`src/rtl/seg7_capture_decoder.sv`:
```
// Recovers hex digits from an active-low 7-segment bus. Each pattern must hold
// for STABLE_CYCLES samples before it is accepted, and accepted digits queue in a small FIFO.
module seg7_capture_decoder #(
  parameter int STABLE_CYCLES = 4,
  parameter int DEPTH         = 4
) (
  input  logic                     clk,
  input  logic                     reset,
  input  logic [6:0]               seg_in,
  output logic                     out_valid,
  input  logic                     out_ready,
  output logic [3:0]               out_hex,
  output logic                     out_err,
  output logic [$clog2(DEPTH):0]   fifo_count,
  output logic                     overflow
);

  localparam int AW = $clog2(DEPTH);
  localparam int CW = $clog2(STABLE_CYCLES + 1);
  localparam logic [CW-1:0] CNT_MAX = CW'(STABLE_CYCLES);
  localparam logic [AW:0]   FULL_CNT = (AW+1)'(DEPTH);
  localparam logic [6:0]    BLANK = 7'h7F;

  // Result is {err, hex}; unrecognised patterns report err with hex forced to 0.
  function automatic logic [4:0] decode(input logic [6:0] p);
    case (p)
      7'h40: decode = 5'h00;
      7'h79: decode = 5'h01;
      7'h24: decode = 5'h02;
      7'h30: decode = 5'h03;
      7'h19: decode = 5'h04;
      7'h12: decode = 5'h05;
      7'h02: decode = 5'h06;
      7'h78: decode = 5'h07;
      7'h00: decode = 5'h08;
      7'h18: decode = 5'h09;
      7'h08: decode = 5'h0A;
      7'h03: decode = 5'h0B;
      7'h46: decode = 5'h0C;
      7'h21: decode = 5'h0D;
      7'h06: decode = 5'h0E;
      7'h0E: decode = 5'h0F;
      default: decode = 5'h10;
    endcase
  endfunction

  logic [6:0]    sample_q;
  logic [6:0]    cand_q, cand_d;
  logic [CW-1:0] cnt_q, cnt_d;
  logic [6:0]    last_acc_q, last_acc_d;
  logic [4:0]    mem_q [DEPTH];
  logic [AW-1:0] wr_ptr_q, wr_ptr_d;
  logic [AW-1:0] rd_ptr_q, rd_ptr_d;
  logic [AW:0]   count_q, count_d;
  logic          overflow_q, overflow_d;

  logic accept, push, pop, full, do_push;

  assign accept  = (cnt_q == CNT_MAX) && (cand_q != last_acc_q);
  // A blank only re-arms the detector so a repeated digit is captured again.
  assign push    = accept && (cand_q != BLANK);
  assign pop     = (count_q != '0) && out_ready;
  assign full    = (count_q == FULL_CNT);
  assign do_push = push && (!full || pop);

  always_comb begin
    cand_d     = cand_q;
    cnt_d      = cnt_q;
    last_acc_d = last_acc_q;
    wr_ptr_d   = wr_ptr_q;
    rd_ptr_d   = rd_ptr_q;
    count_d    = count_q;
    overflow_d = overflow_q;

    if (sample_q != cand_q) begin
      cand_d = sample_q;
      cnt_d  = CW'(1);
    end else if (cnt_q < CNT_MAX) begin
      cnt_d = cnt_q + CW'(1);
    end

    if (accept) last_acc_d = cand_q;

    if (do_push) wr_ptr_d = wr_ptr_q + AW'(1);
    if (pop)     rd_ptr_d = rd_ptr_q + AW'(1);
    if (do_push && !pop)      count_d = count_q + (AW+1)'(1);
    else if (!do_push && pop) count_d = count_q - (AW+1)'(1);
    if (push && full && !pop) overflow_d = 1'b1;
  end

  always_ff @(posedge clk) begin
    if (reset) begin
      sample_q   <= BLANK;
      cand_q     <= BLANK;
      cnt_q      <= '0;
      last_acc_q <= BLANK;
      wr_ptr_q   <= '0;
      rd_ptr_q   <= '0;
      count_q    <= '0;
      overflow_q <= 1'b0;
    end else begin
      sample_q   <= seg_in;
      cand_q     <= cand_d;
      cnt_q      <= cnt_d;
      last_acc_q <= last_acc_d;
      wr_ptr_q   <= wr_ptr_d;
      rd_ptr_q   <= rd_ptr_d;
      count_q    <= count_d;
      overflow_q <= overflow_d;
    end
  end

  // Storage needs no reset: the head is only visible while count_q is non-zero.
  always_ff @(posedge clk) begin
    if (!reset && do_push) mem_q[wr_ptr_q] <= decode(cand_q);
  end

  assign out_valid  = (count_q != '0);
  assign out_hex    = out_valid ? mem_q[rd_ptr_q][3:0] : 4'h0;
  assign out_err    = out_valid ? mem_q[rd_ptr_q][4]   : 1'b0;
  assign fifo_count = count_q;
  assign overflow   = overflow_q;

endmodule

```
`config.mk`:
```
export PLATFORM = sky130hd
export DESIGN_NAME = seg7_capture_decoder
export DESIGN_NICKNAME = d
export VERILOG_FILES = /design/src/rtl/seg7_capture_decoder.sv
export SDC_FILE = /design/constraint.sdc
export NUM_CORES = 1
export LEC_CHECK = 0
export ABC_CLOCK_PERIOD_IN_PS = 5250
export BUFFER_PORTS_ARGS = -buffer_cell sky130_fd_sc_hd__buf_2
export CORE_MARGIN = 10
export CORE_UTILIZATION = 60
export CTS_BUF_LIST = sky130_fd_sc_hd__clkbuf_4
export DETAILED_ROUTE_END_ITERATION = 12
export MAX_ROUTING_LAYER = met4
export PLACE_DENSITY_LB_ADDON = 0.12
export SYNTH_ARGS = -nofsm -noshare
export SYNTH_HDL_FRONTEND = slang
export SYNTH_SLANG_ARGS = --single-unit
```
`constraint.sdc`:
```
create_clock -name clk -period 5.25 [get_ports clk]
set_input_delay 0.525 -clock clk [delete_from_list [all_inputs] [get_ports clk]]
set_output_delay 0.525 -clock clk [all_outputs]
set_load 0.05 [all_outputs]
```
### After elaboration in Yosys (flattened, before gate mapping)

Memories as Yosys holds them, arrays and structs flattened. A register that Yosys moved wholly into a read port is not among the register bits.
Index checks and enable logic that the tools add are counted.

* logic and storage cells: 67
* memories: 1
* memory bits (read-only): 0
* latch bits: 0
* register bits after elaboration: 32
* RAM bits: 20

Memories
* mem_q: depth 4, width 5, rd ports 1, clocked after Yosys merged registers in 1, wr ports 1, line 51 `logic [4:0] mem_q [DEPTH];`

* eq/ne operators: 20
* div/mod/pow operators: 0
* $add $sub $neg: 5
* muxes and demuxes: 12
* shift operators: 0
* bitwise logic cells: 0
* magnitude comparators: 1
* reduce and logical (&&, ||, !) cells: 19
* multipliers: 0

Operator list (count)
* $pmux W5 S16: 1
* $eq A7 B7 Y1 const B: 4
* $eq A7 B5 Y1 const B: 3
* $eq A7 B6 Y1 const B: 3
* $eq A7 B2 Y1 const B: 2
* $eq A7 B4 Y1 const B: 2
* $ne A7 B7 Y1: 2
* $logic_and A1 B1 Y1: 9
* $eq A7 B3 Y1 const B: 1
* $logic_not A7 Y1: 1
* $ne A7 B7 Y1 const B: 1
* $add A3 B1 Y3 const B: 2
* $eq A3 B3 Y1 const B: 2
* $mux W3: 2
* $mux W1: 5
* $mux W5: 1
* $add A2 B1 Y2 const B: 2
* $logic_not A1 Y1: 4
* $mux W2: 2
* $mux W4: 1
* $reduce_bool A2 Y1: 2
* $lt A3 B3 Y1 const B: 1
* $reduce_bool A3 Y1: 1
* $sub A3 B1 Y3 const B: 1
* other kinds (2): 2

### Logic depth before layout (Yosys ltp)

Gate-level depths: netlist of run 1.

* depth after elaboration: 8
* gate-level depth with buffers: 12

### Worst setup path before layout of run 1

No wires, ideal clock.

* path type: register to register
* start point: register count_q[0] (netlist: fifo_count[0])
* end point: register count_q[2] (netlist: fifo_count[2])
* setup slack: 2.510 ns
* buffers on the path: 1
* cell stages (with the launch flop): 10
* arrival time: 2.670 ns
* period minus slack after synthesis: 2.740 ns
* data required time: 5.179 ns
* path through: dfxtp_1 -> or3_1 -> clkbuf_1 -> nand2_1 -> ha_1 -> inv_1 -> fa_1 -> xor2_1 -> or3_1 -> a21oi_1

* word-level cells in the longest chain between the ends: 7
* elaborated cells on any way between the ends: 15

Ends and longest elaborated chain
* start, declared: line 54 `logic [AW:0] count_q, count_d;`
* start signal, assigned: line 108 `count_q <= count_d;`
* $reduce_bool A3 Y1 *
* net out_valid: line 10 `output logic out_valid,`
* $logic_and A1 B1 Y1 *: line 62 `assign pop = (count_q != '0) && out_ready;`
* $logic_or A1 B1 Y1: line 64 `assign do_push = push && (!full || pop);`
* $logic_and A1 B1 Y1: line 64
* $logic_not A1 Y1: line 87 `else if (!do_push && pop) count_d = count_q - (AW+1)'(1);`
* $logic_and A1 B1 Y1: line 87
* $reduce_bool A2 Y1 (no line)

Mark *: on every way through the listed nets, which the timed path passes. The rest lies on a longest branch. The select of a mux whose other input is x is not followed.
A chain may end at the register's enable or synchronous reset.

### Worst setup path in the final report of run 1

* start point: register cand_q[3]
* end point: register count_q[2] (netlist: fifo_count[2])

* word-level cells in the longest chain between the ends: 7
* elaborated cells on any way between the ends: 10

Ends and longest elaborated chain
* start, declared: line 48 `logic [6:0] cand_q, cand_d;`
* start signal, assigned: line 103 `cand_q <= cand_d;`
* $ne A7 B7 Y1: line 59 `assign accept = (cnt_q == CNT_MAX) && (cand_q != last_acc_q);`
* $logic_and A1 B1 Y1: line 59
* $logic_and A1 B1 Y1 *: line 61 `assign push = accept && (cand_q != BLANK);`
* $logic_and A1 B1 Y1 *: line 64
* $logic_not A1 Y1: line 87
* $logic_and A1 B1 Y1: line 87
* $reduce_bool A2 Y1 (no line)

Every way passes the cells marked *; elsewhere a longest branch is shown, timed or not.

==> results of run 1 <==
placed cells by master (no fill, tap or decap), types with 2 or more instances in the layout:
cell type  synthesis  final
nand3_1            4      4
xnor2_1            9      9
o21ai_0            5      5
edfxtp_1          20     20
nor2_1            27     27
nor2b_1            3      3
and2_1             5      5
mux4_2             5      5
clkbuf_4           0      7
mux2i_1            3      3
dfxtp_1           34     34
nand4_1            2      2
nor3_1            12     12
nor3b_1            5      5
inv_1              7      7
a32oi_1            2      2
nand2b_1           3      3
a21oi_1           11     11
nor4_1             3      3
buf_2              5     19
xor2_1            12     12
or3_1              4      4
ha_1               7      7
nand2_1           10     10
or2_2             14     14
worst min-delay path by stage:
| stage | slack [ns] | end | from |
|---|---|---|---|
| 3_3_place_gp | 0.44 | cand_q[6] | sample_q[6] |
| 2_1_floorplan | 0.44 | cand_q[0] | sample_q[0] |
| 5_1_grt | 0.30 | sample_q[0] | seg_in[0] |
| 3_5_place_dp | 0.45 | cand_q[6] | sample_q[6] |
| 6_report | 0.33 | sample_q[0] | seg_in[0] |
| 4_1_cts | 0.31 | sample_q[0] | seg_in[0] |
logic make-up after synthesis:
group / share of synthesized area (%)
compound gates: 6.06
xor+xnor: 7.30
fa+ha+maj: 4.27
buf+inv: 3.92
flops: 50.8
mux: 6.26
simple gates: 21.4
registers in the layout, summed over array words and instances, names as in the netlist, named ones only:
signal      count
rd_ptr_q        2
fifo_count      3
wr_ptr_q        2
mem_q          20
sample_q        7
last_acc_q      7
cand_q          7
cnt_q           3
overflow        1
metrics by stage:
step | utilization, % | hold slack (ns) | setup slack, ns | total power [mW] | instances
finish | 66.9 | 0.328 | 2.06 | 1.12 | 299
global route | 66.9 | 0.303 | 1.86 | 1.17 | 299
CTS | 66.9 | 0.310 | 2.08 | 1.13 | 299
detailed placement | 64.8 | 0.451 | 2.11 | 0.905 | 291
global placement | 64.8 | 0.442 | 2.22 | 0.898 | 291
floorplan | - | 0.438 | 2.51 | 0.824 | 237
synthesized netlist by cell type (all sizes together) (2+ instances only):
master  number  area [µm²]
or4b         2        20.0
clkbuf       9        33.8
and2         5        31.3
buf          6        32.5
nor4         4        31.3
nand2       10        37.5
xor2        12         105
nor3b        5        37.5
or3          4        25.0
nor3        12        60.1
dfxtp       34         681
nor2b        3        18.8
o21ai        5        25.0
ha           7        87.6
a32oi        2        17.5
nand2b       3        18.8
inv          8        32.5
nor2        27         101
a21oi       11        55.1
mux4         5         113
xnor2        9        78.8
nand4        2        12.5
mux2i        3        30.0
nand3        4        20.0
edfxtp      20         601
or2         14        87.6
final cells by class:
class / instances / area, µm²
fill: 337 / 1340
sequential: 54 / 1280
multi-input combinational: 160 / 1140
clock inverter: 1 / 30.0
inverter: 8 / 32.5
tap: 50 / 62.6
timing repair buffer: 19 / 95.1
clock buffer: 7 / 52.6
per-layer routing:
metal	vias to the layer above	track usage [%]	share of wire [%]
li1	842	-	-
met1	764	14.7	46
met2	39	18.6	47
met3	9	3.29	5.3
met4	0	7.04	1.9
met5	-	-	0
power by group through the flow:
stage | Clock (mW) | Sequential, mW | Combinational [mW]
floorplan | 0 | 0.516 | 0.308
global placement | 0 | 0.498 | 0.399
detailed placement | 0 | 0.500 | 0.405
CTS | 0.236 | 0.490 | 0.406
global route | 0.252 | 0.495 | 0.424
finish | 0.229 | 0.489 | 0.400
==> impl_metrics.tcl, run 1 <==
set metrics [dict create \
    status "finished, final reports clean" \
    start_kind "flop" \
    area_growth_pct 6.90 \
    reg2reg_depth 11 \
    grt-ovfl-total 0 \
    ys_seq_area_share_pct 50.8 \
    finalCriticalPeriod_ns 3.19 \
    vdd_drop_max_mv 0.198 \
    via_count 1654 \
    slew_viol_final 0 \
    die-area_um2 7190 \
    clk_latency_ns 0.38 \
    cp_num_cells 11 \
    h-tree-depth 2 \
    power.density_nw_per_um2 415 \
    yosys_warnings 0 \
    drt_iter0_drc 95 \
    crit_path_frequent_cell "xor2_1" \
    synth_cell_types 41 \
    crit_type "flop to flop" \
    cpPeakStageDelay_ns 0.66 \
    n_antenna_cell 0 \
    clock_sinks 54 \
    hold_class "input pin to flop" \
    p_seq_share_pct 43.8 \
    critPathTopFamily "compound AO/OA/AOI/OAI gates" \
    ys_async_sr_fraction_pct 0 \
    placed_area_um2 2610 \
    dieWidth_um 84.8 \
    worstPathMaxFanout 16 \
    maxCapViolations 0 \
    max_freq_mhz 313 \
    rows 23 \
    cts.path.max_buffers 2 \
    grt_max_degree 47 \
    drc 0 \
    power.switching_mw 0.439 \
    fin_crit_sh_pct 60.8 \
    wire_per_inst_um 14.3 \
    cts_setup_buffers 0 \
    worstMarginPinSlew_ns 0.868 \
    worstSetupEndpoint "fifo_count[2]" \
    io_pins 20 \
    cp-startpoint "cand_q[3]" \
    syn_nets 255 \
    syn_inst 237 \
    pwr-share-clk_pct 20.5 \
    power.static_leakage_nw 0.962 \
    die_h_um 84.8 \
    first_pass_iters 4 \
    slew_headroom_pct 42.0 \
    min_path_cells 2 \
    crit_required_ns 5.56 \
    cts_tree "yes" \
    io_buffers 19 \
    end_kind "flop" \
    hold_viol_final 0 \
    syn_avg_cell_area_um2 10.6 \
    cts_resized 0 \
    ff2ff_setup_slack_ns 2.06 \
    core_area_um2 4030 \
    start_util_pct 62.5 \
    setup-tns-final_ns 0 \
    fin_area_um2 2690 \
    power_frac_comb_pct 35.8 \
    netlist_area_um2 2520 \
    antenna_found_initial 0 \
    nets 266 \
    reg2reg_to "fifo_count[2]" \
    clockRootBuffer "clkbuf_4" \
    grt_pass1_vias 1520 \
    cts-hold-fix-buffers 0 \
    swShare_pct 39.3 \
    critPathSlowestCell "dfxtp_1" \
    cts-buffers-inserted 5 \
    setup_violations 0 \
    p_int_mw 0.678 \
    skew_ns 0.0149 \
    grt_pass1_wl_um 7040 \
    hpwl_um 3130 \
    wl_um 4270 \
    synth-edff-count 20 \
    critical_path_arrival_ns 3.50 \
    postRouteAntennaNets 0 \
    synth_flop_cell "dfxtp_1" \
    rsz0062_at_grt "false" \
    critPathBufInv 2 \
    viasPerCell 5.53 \
    gp_congestion 0.815 \
    cp_cell_sequence "xor2_1 > nor4_2 > a41oi_2 > nand3b_4 > inv_4 > ha_1 > inv_1 > fa_1 > xor2_1 > or3_1 > a21oi_1" \
    worstReg2RegStart "cand_q[3]" \
    grt.total_usage_pct 12.4 \
    drive_above_1_share_pct 21.3 \
    clk_pin_slew_ns 0.14 \
    ys_seq_elements 54 \
]
Power figures use the tool's default switching activity.
==> run 2, diff against run 1 <==
--- a/config.mk
+++ b/config.mk
@@ -5,7 +5,7 @@
 export SDC_FILE = /design/constraint.sdc
 export NUM_CORES = 1
 export LEC_CHECK = 0
-export ABC_CLOCK_PERIOD_IN_PS = 5250
+export ABC_CLOCK_PERIOD_IN_PS = 2980
 export BUFFER_PORTS_ARGS = -buffer_cell sky130_fd_sc_hd__buf_2
 export CORE_MARGIN = 10
 export CORE_UTILIZATION = 60
==> constraint.sdc (replaced) <==
create_clock -name clk -period 2.98 [get_ports clk]
set_input_delay 0.298 -clock clk [delete_from_list [all_inputs] [get_ports clk]]
set_output_delay 0.298 -clock clk [all_outputs]
set_load 0.05 [all_outputs]
==> run 2 against run 1 <==
- hold slack worse by 0.24 ns
- register-to-register slack lost 1.7 ns
- design area is 2.9% higher
- worst setup slack worse by 1.7 ns
- via count increased by 1.8%
- maximum frequency increased by 22%
- count of clock-buffer cells in the layout fell by 1
- critical path depth stayed put
- utilization rose by 2.0 points
- clock power up 74%
- non-clock buffer count rose by 11
- sequential share of layout area down 1.4 points
- largest cell class unchanged
- largest power group unchanged
==> impl_metrics.tcl, run 2 (synthesis results as in run 1) <==
set metrics [dict create \
    maxCapViolations 0 \
    io_buffers 19 \
    wl_um 4260 \
    die-area_um2 7190 \
    n_antenna_cell 0 \
    core_area_um2 4030 \
    critPathTopFamily "flip-flops" \
    cts_resized 0 \
    grt_pass1_wl_um 7360 \
    max_freq_mhz 383 \
    gp_congestion 0.893 \
    worstReg2RegStart "cand_q[1]" \
    end_kind "flop" \
    hpwl_um 3170 \
    fill_cells 326 \
    nets 277 \
    dpl_worst_slack_ns 0.370 \
    grt.total_usage_pct 12.6 \
    placed_cells 302 \
    drt_iter0_drc 61 \
    top_register "mem_q" \
    slew_viol_final 0 \
    start_kind "flop" \
    start_util_pct 62.5 \
    critical_path_arrival_ns 2.92 \
    viasPerCell 5.43 \
    largest_reg_flops 20 \
    drc 0 \
    critPathBufInv 2 \
    reg2reg_to "fifo_count[2]" \
    area_growth_pct 10.0 \
    worst_slack_ns 0.372 \
    first_pass_iters 4 \
    skew_ns 0.0152 \
    postRouteAntennaNets 0 \
    critPathSlowestCell "dfxtp_1" \
    cpPeakStageDelay_ns 0.56 \
    cts_setup_buffers 0 \
    antenna_found_initial 0 \
    power.density_nw_per_um2 711 \
    final_cell_mix "dfxtp_1 (34), nor2_1 (27), edfxtp_1 (20), buf_2 (19), or2_2 (14)" \
    slew_headroom_pct 50.3 \
    grt_max_degree 47 \
    setup_violations 0 \
    rows 23 \
    grt-ovfl-total 0 \
    crit_type "flop to flop" \
    clock_sinks 54 \
    final_cells 310 \
    min_to "sample_q[1]" \
    min_path_cells 2 \
    cts-hold-fix-buffers 0 \
    hold_class "input pin to flop" \
    min-delay-start "seg_in[1]" \
    setup-tns-final_ns 0 \
    via_count 1683 \
    h-tree-depth 2 \
    clk_pin_slew_ns 0.15 \
    wire_per_inst_um 13.7 \
    dieWidth_um 84.8 \
    clockRootBuffer "clkbuf_4" \
    met2_usage_pct 20.9 \
    cts.path.max_buffers 2 \
    io_pins 20 \
    worstMarginPinSlew_ns 0.736 \
    status "finished, final reports clean" \
    grtUsageMet3_pct 4.06 \
    final_common_cell "dfxtp_1" \
    grt_pass1_vias 1657 \
    top_usage_layer "met2" \
    cp_cell_sequence "xor2_1 > nor4_2 > a41oi_2 > nand3b_4 > inv_4 > ha_1 > inv_1 > fa_1 > xor2_1 > or3_1 > a21oi_1" \
    cts-buffers-inserted 5 \
    clk_latency_ns 0.37 \
    rsz0062_at_grt "false" \
    power.static_leakage_nw 1.01 \
    worstPathMaxFanout 11 \
    vdd_drop_max_mv 0.386 \
    drive_above_1_share_pct 24.6 \
    hold_viol_final 0 \
    crit_path_frequent_cell "xor2_1" \
    fin_crit_sh_pct 87.5 \
    crit_required_ns 3.29 \
    use_met1_pct 13.9 \
    ff2ff_setup_slack_ns 0.37 \
    die_h_um 84.8 \
    reg2reg_depth 11 \
    cts_tree "yes" \
    finalCriticalPeriod_ns 2.61 \
]
==> run 2: worst max path at each step <==
| stage | start | to | slack, ns | cells after the start |
|---|---|---|---|---|
| floorplan | fifo_count[0] | fifo_count[2] | 0.24 | 9 |
| detailed placement | cand_q[1] | fifo_count[2] | 0.37 | 11 |
| finish | cand_q[1] | fifo_count[2] | 0.37 | 11 |
| global route | cand_q[1] | fifo_count[2] | 0.15 | 11 |
| CTS | cand_q[1] | fifo_count[2] | 0.35 | 11 |
| global placement | cand_q[1] | fifo_count[2] | 0.43 | 11 |
==> run 2: per-layer routing <==
layer | share of wire (%) | wire, µm | vias up
met1 | 45 | 1920 | 786
met3 | 4.3 | 182 | 6
met4 | 1.4 | 61 | 0
met5 | 0 | 0 | -
met2 | 49 | 2100 | 30
li1 | - | - | 861
==> run 2: area by class of cell <==
type	count	area, µm²	share of cell area [%]
sequential	54	1280	46.2
multi-input combinational	160	1140	41.1
timing repair buffer	30	178	6.41
tap	50	62.6	2.26
clock buffer	6	45.0	1.62
clock inverter	2	33.8	1.22
inverter	8	32.5	1.17
==> run 2: report_power, final <==
group          leakage (nW)  switching (mW)  internal [mW]
registers             0.425          0.0519          0.800
logic                 0.543           0.518          0.202
clock network        0.0460           0.214          0.185
==> run 2: through the flow <==
stage	hold slack (ns)	util (%)	total power [mW]	instance area [µm²]
after floorplan	0.402	-	1.45	2520
after global placement	0.442	66.9	1.59	2690
after detailed placement	0.448	66.9	1.60	2690
after CTS	0.0780	68.8	2.00	2770
after global routing	0.0699	68.8	2.07	2770
final	0.0925	68.8	1.97	2770
